### src/rtl/loss_pkg.sv
// Shared types, default widths and the gradient narrowing helper for the loss unit.
package loss_pkg;

   localparam int LOSS_N      = 2;
   localparam int LOSS_DATA_W = 16;
   localparam int LOSS_FRAC_W = 8;
   localparam int LOSS_ACC_W  = 32;
   localparam int LOSS_CNT_W  = 16;
   localparam int LOSS_PROD_W = 2*LOSS_DATA_W + 1;

   typedef enum logic [1:0] {
      MODE_MSE   = 2'd0,
      MODE_MAE   = 2'd1,
      MODE_HUBER = 2'd2,
      MODE_RSVD  = 2'd3
   } loss_mode_e;

   localparam logic signed [LOSS_PROD_W:0] ROUND_HALF =
      {{(LOSS_PROD_W-LOSS_FRAC_W+1){1'b0}}, 1'b1, {(LOSS_FRAC_W-1){1'b0}}};
   localparam logic signed [LOSS_PROD_W:0] SAT_MAX =
      {{(LOSS_PROD_W-LOSS_DATA_W+2){1'b0}}, {(LOSS_DATA_W-1){1'b1}}};
   localparam logic signed [LOSS_PROD_W:0] SAT_MIN =
      {{(LOSS_PROD_W-LOSS_DATA_W+2){1'b1}}, {(LOSS_DATA_W-1){1'b0}}};

   // Round half-up, drop the fraction bits, then clamp into the signed DATA_W range.
   function automatic logic signed [LOSS_DATA_W-1:0] round_sat(
      input logic signed [LOSS_PROD_W-1:0] p
   );
      logic signed [LOSS_PROD_W:0]   rounded;
      logic signed [LOSS_PROD_W:0]   shifted;
      logic signed [LOSS_DATA_W-1:0] result;
      rounded = $signed({p[LOSS_PROD_W-1], p}) + ROUND_HALF;
      shifted = rounded >>> LOSS_FRAC_W;
      if (shifted > SAT_MAX) begin
         result = SAT_MAX[LOSS_DATA_W-1:0];
      end else if (shifted < SAT_MIN) begin
         result = SAT_MIN[LOSS_DATA_W-1:0];
      end else begin
         result = shifted[LOSS_DATA_W-1:0];
      end
      return result;
   endfunction

endpackage

### src/rtl/loss_lane.sv
// One column lane: 3-stage gradient pipeline plus the per-batch |H-Y| accumulator.
module loss_lane
   import loss_pkg::*;
#(
   parameter int DATA_W = LOSS_DATA_W,
   parameter int FRAC_W = LOSS_FRAC_W,
   parameter int ACC_W  = LOSS_ACC_W,
   parameter int CNT_W  = LOSS_CNT_W
) (
   input  logic                     clk,
   input  logic                     rst_n,
   input  logic signed [DATA_W-1:0] h,
   input  logic signed [DATA_W-1:0] y,
   input  logic                     sample_valid,
   input  loss_mode_e               mode,
   input  logic signed [DATA_W-1:0] scale,
   input  logic signed [DATA_W-1:0] delta,
   input  logic        [CNT_W-1:0]  batch_len,
   input  logic                     clear,
   output logic signed [DATA_W-1:0] gradient,
   output logic                     gradient_valid,
   output logic        [ACC_W-1:0]  loss_sum,
   output logic                     loss_valid
);

   localparam int PROD_W = 2*DATA_W + 1;
   localparam logic signed [DATA_W:0] E_ONE = {{(DATA_W-FRAC_W){1'b0}}, 1'b1, {FRAC_W{1'b0}}};

   logic signed [DATA_W:0]   d_r;
   loss_mode_e               mode1_r;
   logic signed [DATA_W-1:0] scale1_r;
   logic signed [DATA_W-1:0] delta1_r;
   logic                     v1_r;
   logic signed [DATA_W:0]   delta_ext_s;
   logic signed [DATA_W:0]   e_s;
   logic signed [DATA_W:0]   e_r;
   logic signed [DATA_W-1:0] scale2_r;
   logic                     v2_r;
   logic signed [PROD_W-1:0] e_wide_s;
   logic signed [PROD_W-1:0] scale_wide_s;
   logic signed [PROD_W-1:0] p_s;
   logic signed [DATA_W-1:0] grad_r;
   logic                     v3_r;
   logic [DATA_W:0]          abs_d_s;
   logic [ACC_W:0]           sum_wide_s;
   logic [ACC_W-1:0]         base_acc_s;
   logic [ACC_W-1:0]         sum_sat_s;
   logic [ACC_W-1:0]         acc_nxt_s;
   logic [ACC_W-1:0]         acc_r;
   logic [ACC_W-1:0]         lsum_nxt_s;
   logic [ACC_W-1:0]         lsum_r;
   logic [CNT_W-1:0]         base_cnt_s;
   logic [CNT_W-1:0]         cnt_nxt_s;
   logic [CNT_W-1:0]         cnt_r;
   logic [CNT_W:0]           cnt_inc_s;
   logic                     lvalid_nxt_s;
   logic                     lvalid_r;

   // S1: one extra bit keeps H-Y exact; config travels with its sample
   always_ff @(posedge clk or negedge rst_n) begin
      if (!rst_n) begin
         d_r      <= '0;
         mode1_r  <= MODE_MSE;
         scale1_r <= '0;
         delta1_r <= '0;
         v1_r     <= 1'b0;
      end else begin
         d_r      <= {h[DATA_W-1], h} - {y[DATA_W-1], y};
         mode1_r  <= mode;
         scale1_r <= scale;
         delta1_r <= delta;
         v1_r     <= sample_valid;
      end
   end

   // S2 operand selection by the sample's own mode
   always_comb begin
      delta_ext_s = {delta1_r[DATA_W-1], delta1_r};
      e_s         = d_r;
      case (mode1_r)
         MODE_MAE: begin
            if (d_r == '0) begin
               e_s = '0;
            end else if (d_r[DATA_W]) begin
               e_s = -E_ONE;
            end else begin
               e_s = E_ONE;
            end
         end
         MODE_HUBER: begin
            if (d_r > delta_ext_s) begin
               e_s = delta_ext_s;
            end else if (d_r < -delta_ext_s) begin
               e_s = -delta_ext_s;
            end else begin
               e_s = d_r;
            end
         end
         default: e_s = d_r;
      endcase
   end

   // S2 register
   always_ff @(posedge clk or negedge rst_n) begin
      if (!rst_n) begin
         e_r      <= '0;
         scale2_r <= '0;
         v2_r     <= 1'b0;
      end else begin
         e_r      <= e_s;
         scale2_r <= scale1_r;
         v2_r     <= v1_r;
      end
   end

   // S3 full-precision product
   always_comb begin
      e_wide_s     = {{(PROD_W-DATA_W-1){e_r[DATA_W]}}, e_r};
      scale_wide_s = {{(PROD_W-DATA_W){scale2_r[DATA_W-1]}}, scale2_r};
      p_s          = e_wide_s * scale_wide_s;
   end

   // S3 register: the gradient only moves on a valid sample
   always_ff @(posedge clk or negedge rst_n) begin
      if (!rst_n) begin
         grad_r <= '0;
         v3_r   <= 1'b0;
      end else begin
         v3_r <= v2_r;
         if (v2_r) begin
            grad_r <= round_sat(p_s);
         end
      end
   end

   // Batch accounting; clear restarts the batch, the S1 sample then counts as its first
   always_comb begin
      if (d_r[DATA_W]) begin
         abs_d_s = -d_r;
      end else begin
         abs_d_s = d_r;
      end
      base_acc_s   = clear ? '0 : acc_r;
      base_cnt_s   = clear ? '0 : cnt_r;
      sum_wide_s   = {1'b0, base_acc_s} + {{(ACC_W-DATA_W){1'b0}}, abs_d_s};
      sum_sat_s    = sum_wide_s[ACC_W] ? '1 : sum_wide_s[ACC_W-1:0];
      cnt_inc_s    = {1'b0, base_cnt_s} + {{CNT_W{1'b0}}, 1'b1};
      acc_nxt_s    = base_acc_s;
      cnt_nxt_s    = base_cnt_s;
      lsum_nxt_s   = lsum_r;
      lvalid_nxt_s = 1'b0;
      if (v1_r && (batch_len != '0)) begin
         if (cnt_inc_s >= {1'b0, batch_len}) begin
            lsum_nxt_s   = sum_sat_s;
            lvalid_nxt_s = 1'b1;
            acc_nxt_s    = '0;
            cnt_nxt_s    = '0;
         end else begin
            acc_nxt_s = sum_sat_s;
            cnt_nxt_s = cnt_inc_s[CNT_W-1:0];
         end
      end else begin
         acc_nxt_s = base_acc_s;
         cnt_nxt_s = base_cnt_s;
      end
   end

   // Accumulator, counter and batch result registers
   always_ff @(posedge clk or negedge rst_n) begin
      if (!rst_n) begin
         acc_r    <= '0;
         cnt_r    <= '0;
         lsum_r   <= '0;
         lvalid_r <= 1'b0;
      end else begin
         acc_r    <= acc_nxt_s;
         cnt_r    <= cnt_nxt_s;
         lsum_r   <= lsum_nxt_s;
         lvalid_r <= lvalid_nxt_s;
      end
   end

   assign gradient       = grad_r;
   assign gradient_valid = v3_r;
   assign loss_sum       = lsum_r;
   assign loss_valid     = lvalid_r;

endmodule

### src/rtl/loss_unit.sv
// N-lane loss-gradient unit: fans the shared configuration out to independent lanes.
module loss_unit
   import loss_pkg::*;
#(
   parameter int N      = LOSS_N,
   parameter int DATA_W = LOSS_DATA_W,
   parameter int FRAC_W = LOSS_FRAC_W,
   parameter int ACC_W  = LOSS_ACC_W,
   parameter int CNT_W  = LOSS_CNT_W
) (
   input  logic                           clk,
   input  logic                           rst_n,
   input  logic [N-1:0][DATA_W-1:0]       H_in,
   input  logic [N-1:0][DATA_W-1:0]       Y_in,
   input  logic [N-1:0]                   valid_in,
   input  logic [1:0]                     mode_in,
   input  logic signed [DATA_W-1:0]       scale_in,
   input  logic signed [DATA_W-1:0]       delta_in,
   input  logic [CNT_W-1:0]               batch_len_in,
   input  logic                           clear_in,
   output logic [N-1:0][DATA_W-1:0]       gradient_out,
   output logic [N-1:0]                   valid_out,
   output logic [N-1:0][ACC_W-1:0]        loss_sum_out,
   output logic [N-1:0]                   loss_valid_out
);

   loss_mode_e mode_s;
   assign mode_s = loss_mode_e'(mode_in);

   for (genvar gi = 0; gi < N; gi++) begin : g_lane
      loss_lane #(
         .DATA_W (DATA_W),
         .FRAC_W (FRAC_W),
         .ACC_W  (ACC_W),
         .CNT_W  (CNT_W)
      ) u_lane (
         .clk            (clk),
         .rst_n          (rst_n),
         .h              (H_in[gi]),
         .y              (Y_in[gi]),
         .sample_valid   (valid_in[gi]),
         .mode           (mode_s),
         .scale          (scale_in),
         .delta          (delta_in),
         .batch_len      (batch_len_in),
         .clear          (clear_in),
         .gradient       (gradient_out[gi]),
         .gradient_valid (valid_out[gi]),
         .loss_sum       (loss_sum_out[gi]),
         .loss_valid     (loss_valid_out[gi])
      );
   end

endmodule

### config.mk
export PLATFORM = sky130hd
export DESIGN_NAME = loss_unit
export DESIGN_NICKNAME = d
export VERILOG_FILES = /design/src/rtl/loss_pkg.sv /design/src/rtl/loss_lane.sv /design/src/rtl/loss_unit.sv
export SDC_FILE = /design/constraint.sdc
export NUM_CORES = 2
export LEC_CHECK = 0
export CAP_MARGIN = 20
export CORE_ASPECT_RATIO = 2
export CORE_MARGIN = 2
export CORE_UTILIZATION = 55
export DETAILED_ROUTE_END_ITERATION = 16
export PLACE_DENSITY = 0.72
export SLEW_MARGIN = 30
export SYNTH_ARGS = -nofsm -noshare
export SYNTH_HDL_FRONTEND = slang
export SYNTH_SLANG_ARGS = --single-unit
### constraint.sdc
create_clock -name clk -period 10.6 [get_ports clk]
set_input_delay 1.59 -clock clk [delete_from_list [all_inputs] [get_ports clk]]
set_output_delay 1.59 -clock clk [all_outputs]
set_load 0.01 [all_outputs]
==> metrics <==
critical path arrival 8.57 ns; measured slew at the worst slew-check pin 0.966 ns; Crit path required time roughly 11 ns; buffers inserted by post-CTS timing repair 0; number of synthesized flops with an enable pin 0; total of fill cells in the finished design around 6300; minimum setup slack after placement about 2.7 ns; standard-cell row count about 140; TritonCTS Sinks between 300 and 400; nets in the synthesized netlist around 5600; antenna-violating nets left 0; Cell Chain, Critical Path clkinv_1 -> nor2_1 -> fa_1 -> fa_1 -> fa_1 -> fa_1 -> fa_1 -> inv_1 -> fa_1 -> inv_1 -> ha_1 -> a21oi_1 -> nor2_1 -> a211oi_2 -> o2111ai_4 -> nand2_1 -> o21ai_1 -> a21oi_1 -> xor2_1 -> o41ai_4 -> nand2_2 -> o22ai_1; Antenna Diode Count 0; stage delay of the slowest cell on the critical path around 0.64 ns; count of port buffers added during placement around 220; flip-flop and latch area roughly 8000 µm²; violation count after the first detailed-routing iteration ~1600; asr flop ratio synth 100%; post-cts repair resize count 0; largest area contributor in the netlist sky130_fd_sc_hd__fa_1; first-pass GRT wire length roughly 180000 µm; number of storage elements in the synthesis netlist around 320; H-tree Lvls 1; DR DRC count 0; Final Max Slew Viols 0; wire length per cell after detailed routing ~20 µm; Vias/cell around 5.9; final hold violations 0; Worst Setup End Kind flip-flop; placer congestion estimate 0.968; synthesis-to-layout area growth 9.58%; final global-route overflow total 0; slowest cell on the critical path sky130_fd_sc_hd__o41ai_4; post-layout worst setup margin roughly 2.6 ns; path category of the worst min-delay check reg2reg; clock latency at the later pin of the worst-skew pair approximately 0.64 ns; worst-path fanout max 15; via count of the first global-routing pass between 30000 and 40000; time the worst path needs with I/O delays and setup ~8 ns; chip width roughly 200 µm; largest buffer count on any clock path 3; maximum number of pins on one net before global-route repair around 150; cell types with the largest area share after synthesis sky130_fd_sc_hd__fa_1 28%, sky130_fd_sc_hd__dfrtp_1 19%, sky130_fd_sc_hd__ha_1 10%; gate count of the mapped netlist between 4000 and 5000; number of buffers created by CTS 31; part of the Yosys area used for sequential elements about a fifth; Synth top area share 27.7%; number of setup violations in the final report 0; fraction of the cycle the final worst path needs roughly three quarters; root buf cell sky130_fd_sc_hd__clkbuf_16; number of hold buffers added after CTS 0; Sum Neg Setup Slack 0 ns; RSZ-0062 raised after global routing no; number of buffer and inverter stages on the critical path 3; Most common cell on crit path sky130_fd_sc_hd__fa_1; area used by multi-input combinational logic 29300 µm²; die span in y 390 µm; most used flip-flop cell after synthesis sky130_fd_sc_hd__dfrtp_1; headroom to the max-slew limit between 30% and 40%; antenna violations before repair 2; Final HPWL DP a little under 90000 µm; Synthesis Warnings 0; DR vias 32900; final worst clock skew about 0.03 ns; final wirelength roughly 110000 µm; kind of launch point of the worst setup path flip-flop; reported max-cap violation count 0; number of primary I/O pins 219; initial cell density of the core 55.6%; share of cells above drive strength 1 around 3.3%; Die Area approximately 77000 µm²; count of unique library cells instantiated by Yosys around 100; clk slew on worst S/H paths 0.08 ns; delay-heaviest family, CP adder cells; FMAX approximately 120 MHz; status finished clean; Initial DRT Pass Iterations 8; Worst Path Class, Setup reg2reg; global routing usage summed across all routing layers 30.8%; Final #Nets approximately 5700; syn_area_per_cell between 8 and 9 µm²; Std-Cell Core Area 73700 µm²; TritonCTS clock tree built; Synth Cell Area 41000 µm²
[synthesized netlist by cell type, drive strengths merged, types with 12 or more instances]
master,count
a21o,59
a21oi,183
a22o,14
a31oi,30
and2,272
and3,24
buf,22
clkbuf,167
dfrtp,318
fa,566
ha,331
inv,794
nand2,488
nand2b,36
nand3,81
nand4,32
nor2,223
nor2b,98
nor3,66
nor4,12
o211ai,13
o21a,37
o21ai,188
o21bai,18
o22ai,23
o2bb2ai,36
o31ai,26
or2,12
or3,22
xnor2,148
xor2,50
[worst register-to-register path: stages, from the launching register on]
cell	delay (ns)
sky130_fd_sc_hd__dfrtp_1	0.62
sky130_fd_sc_hd__clkinv_1	0.64
sky130_fd_sc_hd__nor2_1	0.36
sky130_fd_sc_hd__fa_1	0.45
sky130_fd_sc_hd__fa_1	0.52
sky130_fd_sc_hd__fa_1	0.51
sky130_fd_sc_hd__fa_1	0.51
sky130_fd_sc_hd__fa_1	0.54
sky130_fd_sc_hd__inv_1	0.05
sky130_fd_sc_hd__fa_1	0.53
sky130_fd_sc_hd__inv_1	0.04
sky130_fd_sc_hd__ha_1	0.41
sky130_fd_sc_hd__a21oi_1	0.23
sky130_fd_sc_hd__nor2_1	0.08
sky130_fd_sc_hd__a211oi_2	0.40
sky130_fd_sc_hd__o2111ai_4	0.25
sky130_fd_sc_hd__nand2_1	0.19
sky130_fd_sc_hd__o21ai_1	0.08
sky130_fd_sc_hd__a21oi_1	0.26
sky130_fd_sc_hd__xor2_1	0.16
sky130_fd_sc_hd__o41ai_4	0.64
sky130_fd_sc_hd__nand2_2	0.23
sky130_fd_sc_hd__o22ai_1	0.21
[routing by layer]
layer / GRT usage, % / share of wire [%]
met1: 32.2 / 34
met2: 57.4 / 53
met3: 3.78 / 5.5
met4: 19.9 / 7.6
met5: 0 / 0.0087
[final cells by class]
cell class                 instances  area share (%)
clock buffer                      37            1.87
clock inverter                    17           0.432
inverter                         795            6.65
multi-input combinational       3259            65.3
sequential                       318            17.7
tap                              929            2.59
timing repair buffer             252            5.46
[cell families after synthesis]
group	after synthesis	synth area share, %
xor+xnor	198	4.25
buf+inv	984	9.11
flops	318	19.4
fa+ha+maj	897	37.8
mux	15	0.391
simple gates	1398	16.8
compound gates	751	12.3
[through the flow]
step	std cells	utilization (%)	hold WS [ns]	cell area, µm²
finish	5607	60.9	0.350	44900
global route	5607	60.9	0.356	44900
CTS	5607	60.9	0.351	44900
detailed placement	5553	59.5	0.335	43900
global placement	5553	59.5	0.333	43900
floorplan	4561	-	0.331	41000
[sequential cells by signal, summed over array words and instances (netlist names)]
name / cells
g_lane.u_lane.acc_r: 64
g_lane.u_lane.loss_sum: 64
g_lane.u_lane.d_r: 34
g_lane.u_lane.e_r: 34
g_lane.u_lane.cnt_r: 32
g_lane.u_lane.gradient: 32
g_lane.u_lane.delta1_r: 16
g_lane.u_lane.scale1_r: 16
g_lane.u_lane.scale2_r: 16
g_lane.u_lane.gradient_valid: 2
g_lane.u_lane.loss_valid: 2
g_lane.u_lane.v1_r: 2
g_lane.u_lane.v2_r: 2
g_lane.u_lane.mode1_r: 2
[cell usage in the layout, fill, tap and decap left out, types with 24 or more instances in the layout]
| master | Yosys | routed |
|---|---|---|
| sky130_fd_sc_hd__a21o_1 | 59 | 59 |
| sky130_fd_sc_hd__a21oi_1 | 178 | 178 |
| sky130_fd_sc_hd__a31oi_1 | 28 | 27 |
| sky130_fd_sc_hd__and2_1 | 271 | 271 |
| sky130_fd_sc_hd__and3_1 | 24 | 24 |
| sky130_fd_sc_hd__buf_4 | 6 | 34 |
| sky130_fd_sc_hd__clkbuf_16 | 0 | 31 |
| sky130_fd_sc_hd__clkdlybuf4s50_1 | 0 | 216 |
| sky130_fd_sc_hd__dfrtp_1 | 318 | 313 |
| sky130_fd_sc_hd__fa_1 | 566 | 566 |
| sky130_fd_sc_hd__ha_1 | 331 | 331 |
| sky130_fd_sc_hd__inv_1 | 794 | 794 |
| sky130_fd_sc_hd__nand2_1 | 486 | 486 |
| sky130_fd_sc_hd__nand2b_1 | 36 | 36 |
| sky130_fd_sc_hd__nand3_1 | 81 | 81 |
| sky130_fd_sc_hd__nand4_1 | 32 | 32 |
| sky130_fd_sc_hd__nor2_1 | 223 | 222 |
| sky130_fd_sc_hd__nor2b_1 | 98 | 98 |
| sky130_fd_sc_hd__nor3_1 | 64 | 63 |
| sky130_fd_sc_hd__o21a_1 | 37 | 37 |
| sky130_fd_sc_hd__o21ai_0 | 165 | 165 |
| sky130_fd_sc_hd__o2bb2ai_1 | 36 | 36 |
| sky130_fd_sc_hd__o31ai_1 | 25 | 25 |
| sky130_fd_sc_hd__xnor2_1 | 147 | 147 |
| sky130_fd_sc_hd__xor2_1 | 50 | 50 |
[path summary, 6_finish.rpt]
path                                                              start  cells past startpoint                                         to  slack [ns]
worst max-delay path            g_lane[1].u_lane.scale2_r[15]$_DFF_PN0_                     22   g_lane[0].u_lane.gradient[7]$_DFFE_PN0P_        2.59
max in group asynchronous                                         rst_n                      3     g_lane[1].u_lane.scale2_r[8]$_DFF_PN0_        7.35
worst min register to register  g_lane[1].u_lane.scale1_r[14]$_DFF_PN0_                      0    g_lane[1].u_lane.scale2_r[14]$_DFF_PN0_        0.35
worst max register to register  g_lane[1].u_lane.scale2_r[15]$_DFF_PN0_                     22   g_lane[0].u_lane.gradient[7]$_DFFE_PN0P_        2.59
worst min-delay path            g_lane[1].u_lane.scale1_r[14]$_DFF_PN0_                      0    g_lane[1].u_lane.scale2_r[14]$_DFF_PN0_        0.35
min in group asynchronous                                         rst_n                      1  g_lane[1].u_lane.loss_sum[25]$_DFFE_PN0P_        1.01
Power is left out: the tool's default activity adds up to more than one toggle a clock period on the data nets, which glitch-free logic cannot reach.
